[config.mk]
export PLATFORM = sky130hd
export DESIGN_NAME = dpr_port_arbiter_flat
export DESIGN_NICKNAME = d
export VERILOG_FILES = /design/src/rtl/dpr_port_arbiter_if.sv /design/src/rtl/dpr_port_arbiter.sv /design/src/flat_wrapper.sv
export SDC_FILE = /design/constraint.sdc
export NUM_CORES = 1
export LEC_CHECK = 0
export ABC_AREA = 0
export CAP_MARGIN = 5
export CORE_AREA = 2 2 95 97
export DETAILED_ROUTE_END_ITERATION = 10
export DIE_AREA = 0 0 97 99
export PLACE_DENSITY = 0.74
export SLEW_MARGIN = 30
export SYNTH_ARGS = -nofsm -noshare
export SYNTH_HDL_FRONTEND = slang
export SYNTH_SLANG_ARGS = --single-unit
export TNS_END_PERCENT = 20
[constraint.sdc]
create_clock -name clk -period 2.4 [get_ports clk]
set_input_delay 0.24 -clock clk [delete_from_list [all_inputs] [get_ports clk]]
set_output_delay 0.24 -clock clk [all_outputs]
set_load 0.005 [all_outputs]
[src/rtl/dpr_port_arbiter_if.sv]
// dpr_port_arbiter_if: requester handshake and RAM-port signals of one arbitrated RAM port.
interface dpr_port_arbiter_if #(
   parameter int DATA_WIDTH = 32,
   parameter int ADDR_WIDTH = 9,
   parameter int NUM_REQ    = 3
);
   logic [NUM_REQ-1:0]            req_valid;
   logic [NUM_REQ-1:0]            req_ready;
   logic [NUM_REQ-1:0]            req_we;
   logic [NUM_REQ*ADDR_WIDTH-1:0] req_addr;
   logic [NUM_REQ*DATA_WIDTH-1:0] req_wdata;
   logic [NUM_REQ-1:0]            rsp_valid;
   logic [DATA_WIDTH-1:0]         rsp_rdata;
   logic                          init_done;
   logic                          ram_we;
   logic [ADDR_WIDTH-1:0]         ram_addr;
   logic [DATA_WIDTH-1:0]         ram_din;
   logic [DATA_WIDTH-1:0]         ram_dout;
   modport slave (
      input  req_valid, req_we, req_addr, req_wdata, ram_dout,
      output req_ready, rsp_valid, rsp_rdata, init_done, ram_we, ram_addr, ram_din
   );
   modport master (
      output req_valid, req_we, req_addr, req_wdata, ram_dout,
      input  req_ready, rsp_valid, rsp_rdata, init_done, ram_we, ram_addr, ram_din
   );
endinterface

[src/rtl/dpr_port_arbiter.sv]
// dpr_port_arbiter: round-robin sharing of one RAM port, with a zero-fill sweep after reset.
module dpr_port_arbiter #(
   parameter int DATA_WIDTH = 32,
   parameter int ADDR_WIDTH = 9,
   parameter int NUM_REQ    = 3,
   parameter bit INIT_EN    = 1'b1
) (
   input logic clk,
   input logic rst,
   dpr_port_arbiter_if.slave bus
);
   localparam int PW = NUM_REQ > 1 ? $clog2(NUM_REQ) : 1;
   typedef enum logic {INIT, RUN} state_t;
   state_t                state, state_nx;
   logic [ADDR_WIDTH-1:0] clr_cnt;
   logic [PW-1:0]         rr_ptr, grant;
   logic [PW:0]           s;
   logic                  any, run, we_g;
   logic [NUM_REQ-1:0]    ready_oh, rsp_q;
   logic [ADDR_WIDTH-1:0] addr_g;
   logic [DATA_WIDTH-1:0] data_g;
   always_comb begin
      any      = 1'b0;
      grant    = '0;
      s        = '0;
      ready_oh = '0;
      we_g     = 1'b0;
      addr_g   = '0;
      data_g   = '0;
      // walk downward so the candidate nearest rr_ptr is the last one written
      for (int k = NUM_REQ - 1; k >= 0; k--) begin
         s = {1'b0, rr_ptr} + (PW+1)'(k);
         if (s >= (PW+1)'(NUM_REQ)) s = s - (PW+1)'(NUM_REQ);
         if (bus.req_valid[s[PW-1:0]]) begin
            any   = 1'b1;
            grant = s[PW-1:0];
         end
      end
      for (int i = 0; i < NUM_REQ; i++) begin
         if (grant == PW'(i)) begin
            we_g   = bus.req_we[i];
            addr_g = bus.req_addr[i*ADDR_WIDTH +: ADDR_WIDTH];
            data_g = bus.req_wdata[i*DATA_WIDTH +: DATA_WIDTH];
         end
      end
      if (any) ready_oh[grant] = 1'b1;
      run           = state == RUN && !rst;
      state_nx      = state == INIT && clr_cnt == '1 ? RUN : state;
      bus.req_ready = run ? ready_oh : '0;
      bus.ram_we    = !rst && (state == INIT || (any && we_g));
      bus.ram_addr  = state == INIT ? clr_cnt : addr_g;
      bus.ram_din   = state == INIT ? '0 : data_g;
      bus.rsp_valid = rsp_q;
      bus.rsp_rdata = bus.ram_dout;
      bus.init_done = state == RUN;
   end
   always_ff @(posedge clk or posedge rst) begin
      if (rst) begin
         state   <= INIT_EN ? INIT : RUN;
         clr_cnt <= '0;
         rr_ptr  <= '0;
         rsp_q   <= '0;
      end else begin
         state   <= state_nx;
         clr_cnt <= state == INIT ? clr_cnt + 1'b1 : clr_cnt;
         rr_ptr  <= run && any ? (grant == PW'(NUM_REQ - 1) ? '0 : grant + 1'b1) : rr_ptr;
         rsp_q   <= run && any && !we_g ? ready_oh : '0;
      end
   end
endmodule
[src/flat_wrapper.sv]
// flat-port wrapper written by rule: the top's interface ports become plain ports
module dpr_port_arbiter_flat 
#(
   parameter int DATA_WIDTH = 32,
   parameter int ADDR_WIDTH = 9,
   parameter int NUM_REQ    = 3,
   parameter bit INIT_EN    = 1'b1
)
  (clk, rst, bus_req_valid, bus_req_we, bus_req_addr, bus_req_wdata, bus_ram_dout, bus_req_ready, bus_rsp_valid, bus_rsp_rdata, bus_init_done, bus_ram_we, bus_ram_addr, bus_ram_din);
  dpr_port_arbiter_if #(.DATA_WIDTH(DATA_WIDTH), .ADDR_WIDTH(ADDR_WIDTH), .NUM_REQ(NUM_REQ)) bus_i ();
  input logic clk;
  input logic rst;
  input wire logic [$bits(bus_i.req_valid)-1:0] bus_req_valid;
  input wire logic [$bits(bus_i.req_we)-1:0] bus_req_we;
  input wire logic [$bits(bus_i.req_addr)-1:0] bus_req_addr;
  input wire logic [$bits(bus_i.req_wdata)-1:0] bus_req_wdata;
  input wire logic [$bits(bus_i.ram_dout)-1:0] bus_ram_dout;
  output wire logic [$bits(bus_i.req_ready)-1:0] bus_req_ready;
  output wire logic [$bits(bus_i.rsp_valid)-1:0] bus_rsp_valid;
  output wire logic [$bits(bus_i.rsp_rdata)-1:0] bus_rsp_rdata;
  output wire logic [$bits(bus_i.init_done)-1:0] bus_init_done;
  output wire logic [$bits(bus_i.ram_we)-1:0] bus_ram_we;
  output wire logic [$bits(bus_i.ram_addr)-1:0] bus_ram_addr;
  output wire logic [$bits(bus_i.ram_din)-1:0] bus_ram_din;
  assign bus_i.req_valid = bus_req_valid;
  assign bus_i.req_we = bus_req_we;
  assign bus_i.req_addr = bus_req_addr;
  assign bus_i.req_wdata = bus_req_wdata;
  assign bus_i.ram_dout = bus_ram_dout;
  assign bus_req_ready = bus_i.req_ready;
  assign bus_rsp_valid = bus_i.rsp_valid;
  assign bus_rsp_rdata = bus_i.rsp_rdata;
  assign bus_init_done = bus_i.init_done;
  assign bus_ram_we = bus_i.ram_we;
  assign bus_ram_addr = bus_i.ram_addr;
  assign bus_ram_din = bus_i.ram_din;
  dpr_port_arbiter #(.DATA_WIDTH(DATA_WIDTH), .ADDR_WIDTH(ADDR_WIDTH), .NUM_REQ(NUM_REQ), .INIT_EN(INIT_EN)) u_core (.clk(clk), .rst(rst), .bus(bus_i));
endmodule
==> results.ini <==
[status]
status = finished with violations
violations = setup timing

[place]
place_area_um2 = 3885
place.gp.congestion = 0.8322
dp.final_hpwl_um = 7127
place_inst = 524
numPortBuffers = 179

[routing]
wl_per_cell_um = 17.30
ant_nets = 0
vias = 2706
first_iter_violations = 45
route.detailed.drc = 0
viasPerCell = 4.956
wl_um = 9444
first_pass_iters = 4

[pwr]
p_leak_nw = 1.673
seqPwrFrac_pct = 28.9
vdd_drop_max_mv = 0.2116
pwr-share-comb_pct = 47.5
p_int_uw = 657.6
p_switching_uw = 216.4
clockPowerShare_pct = 23.5
switching_share_pct = 24.76
power_density_nw_per_um2 = 212.2

[final_layout]
diodes = 0
drive_above_1_share_pct = 25.80
fin_area_um2 = 4119
final_cells = 546
final_net_count = 607
area_delta_synth_final_pct = 96.65

[setup_path]
cpMaxStageDelayCell = dfrtp_1
start_kind = flop
crit_buf_inv = 4
worstSetupPathType = flop to output pin
worstSetupEndpointType = output pin
slowest_delay_ns = 0.40
cp.required_ns = 2.16
arrival_ns = 2.40
cp_top_family = buffers and inverters
path_max_fanout = 10
path_cells = inv_1 > ha_2 > mux2i_1 > nand4_1 > a221oi_4 > buf_4 > buf_12 > mux2i_2 > a21oi_1 > clkdlybuf4s15_1

[global_route]
grt_max_degree = 31
grt_antenna_before_repair = 0
grt_pass1_vias = 2968
grt_overflow = 0
grt_usage_pct = 18.32
grt_pass1_wl_um = 14560

[clock_tree]
holdBufCountCts = 0
numCtsBuffers = 3
cts_sinks = 15
clkLatencyLatePin_ns = 0.24
ctsHtreeMaxLevel = 1
ctsRootBufferMaster = clkbuf_8
clk_path_buf_depth = 2
clkTransAtPathRegs_ns = 0.06
cts_tree = done

[die]
die_h_um = 99
rows = 34
start_util_pct = 24.50
die_x_um = 97
die_area_um2 = 9603
ios = 244
coreArea_um2 = 8551

[yosys]
yosysMostFrequentCell = mux2i_1
syn_area_um2 = 2095
synthesis.nets = 439
synthArstFlopShare_pct = 100.0
synth.area.top_cells = mux2i_1 21%, dfrtp_1 18%, buf_4 12%
ys_seq_area_share_pct = 17.92
synth_top_area_share_pct = 21.03
ys_ff_latch = 15
ys_types = 35
synth_edf_count = 0
yosysWarnings = 0
synthFlopType = dfrtp_1
synth_top_area_cell = mux2i_1
synthCells = 271
yosys-top-cells-count = 44 x mux2i_1, 34 x a21oi_1, 34 x buf_4, 34 x o21ai_0, 15 x dfrtp_1
synth.avg_cell_area_um2 = 7.729

[timing]
hold_viol = 0
max_freq_mhz = 379.2
finalCritPeriodShare_pct = 109.9
finalCriticalPeriod_ns = 2.637
setup_violations = 46
slew_viol_final = 0
worstMarginPinSlew_ns = 0.4645
timing.final.ws_setup_ns = -0.2375
skew_ns = 0.0006648
rsz0062_at_grt = true
setup_tns_ns = -7.008
slew_headroom_pct = 68.85

[min_path]
holdCritPathClass = primary input to async pin

[run]
cap_violations = 0

## cells in the final DEF (no fill, tap or decap), types with 9 or more instances in the layout
| master | synthesis | final |
|---|---|---|
| inv_1 | 13 | 11 |
| clkdlybuf4s50_1 | 0 | 134 |
| clkbuf_2 | 0 | 20 |
| nand3_1 | 11 | 11 |
| nand2_1 | 10 | 9 |
| o21ai_0 | 34 | 29 |
| buf_4 | 34 | 20 |
| a21oi_1 | 34 | 31 |
| dfrtp_1 | 15 | 14 |
| buf_2 | 2 | 20 |
| nor2_1 | 11 | 10 |
| mux2i_1 | 44 | 34 |
## sequential cells by signal, indices dropped and copies added, names as in the netlist
| register | flops |
|---|---|
| u_core.bus.rsp_valid | 3 |
| u_core.rr_ptr | 2 |
| u_core.clr_cnt | 9 |
| u_core.bus.init_done | 1 |
## final cells by class
class                           instances  area, um^2
Clock buffer                            4       45.04
Fill cell                             822        4432
Inverter                               13       48.80
Multi-Input combinational cell        191        1489
Sequential cell                        15       376.6
Tap cell                              108       135.1
Timing Repair Buffer                  215        2024
## kinds of logic (layout without fill, tap and decap cells)
| logic type | count (synthesis) | in the layout | share of synthesized area, % |
|---|---|---|---|
| DFF | 15 | 15 | 17.92 |
| xor gates and xnor gates | 7 | 7 | 2.927 |
| buffers and inverters | 65 | 232 | 18.58 |
| and+or+nand+nor | 44 | 44 | 10.28 |
| muxes | 48 | 48 | 23.18 |
| AOI/OAI and AO/OA | 87 | 87 | 24.13 |
| adders and majority gates | 5 | 5 | 2.987 |
## through the flow
step / hold slack, ns / total power [mW] / utilization [%] / worst slack [ns]
after floorplan: 0.1728 / 0.3955 / - / 0.1846
after global placement: 0.4791 / 0.6038 / 45.43 / -0.3308
after detailed placement: 0.4800 / 0.6081 / 45.43 / -0.3482
after CTS: 0.2856 / 0.8703 / 49.14 / -0.2881
after global routing: 0.2868 / 0.9232 / 48.17 / -0.3674
final: 0.2746 / 0.8740 / 48.17 / -0.2375
## path summary, 6_finish.rpt
check,startpoint,to,slack [ns],cells past startpoint
worst max-delay path,u_core.rr_ptr[1],bus_ram_din[0],-0.24,10
worst min-delay path,rst,u_core.bus.rsp_valid[2],0.27,2
worst max register to register,u_core.rr_ptr[1],u_core.rr_ptr[1],-0.05,11
worst min register to register,u_core.clr_cnt[2],u_core.clr_cnt[2],0.50,1
max in group asynchronous,rst,u_core.bus.init_done,1.66,3
min in group clk,bus_ram_dout[0],bus_rsp_rdata[0],0.48,0
## worst register-to-register path, stage by stage (launching register included)
cell and delay (ns):
dfrtp_1 0.40, buf_4 0.15, ha_4 0.29, inv_2 0.04
buf_4 0.13, mux2i_1 0.11, a221o_1 0.34, o211ai_2 0.21
buf_4 0.15, buf_4 0.10, buf_6 0.10, mux2_2 0.32
## repair_timing
action | 4_1_cts | 5_1_grt
resized for setup | 145 | 53
gates cloned | 4 | 0
setup endpoints to repair | 45 | 48
buffers inserted | 15 | 2
endpoints found under the hold margin | 0 | 0
pin swaps | 17 | 19
## metal layers
layer	vias to the layer above	part of all wire, %	global-route usage [%]
met5	-	0	0
met4	0	1.6	2.817
met3	10	8.0	5.532
met2	138	54	35.90
met1	1277	36	19.61
li1	1281	-	-
## power groups by stage
stage / clock network [mW] / registers [mW] / logic, mW
final: 0.206 / 0.253 / 0.415
after global routing: 0.229 / 0.253 / 0.442
after CTS: 0.207 / 0.253 / 0.411
after detailed placement: 0 / 0.258 / 0.351
after global placement: 0 / 0.258 / 0.346
after floorplan: 0 / 0.258 / 0.138
(Power assumes the default switching activity.)
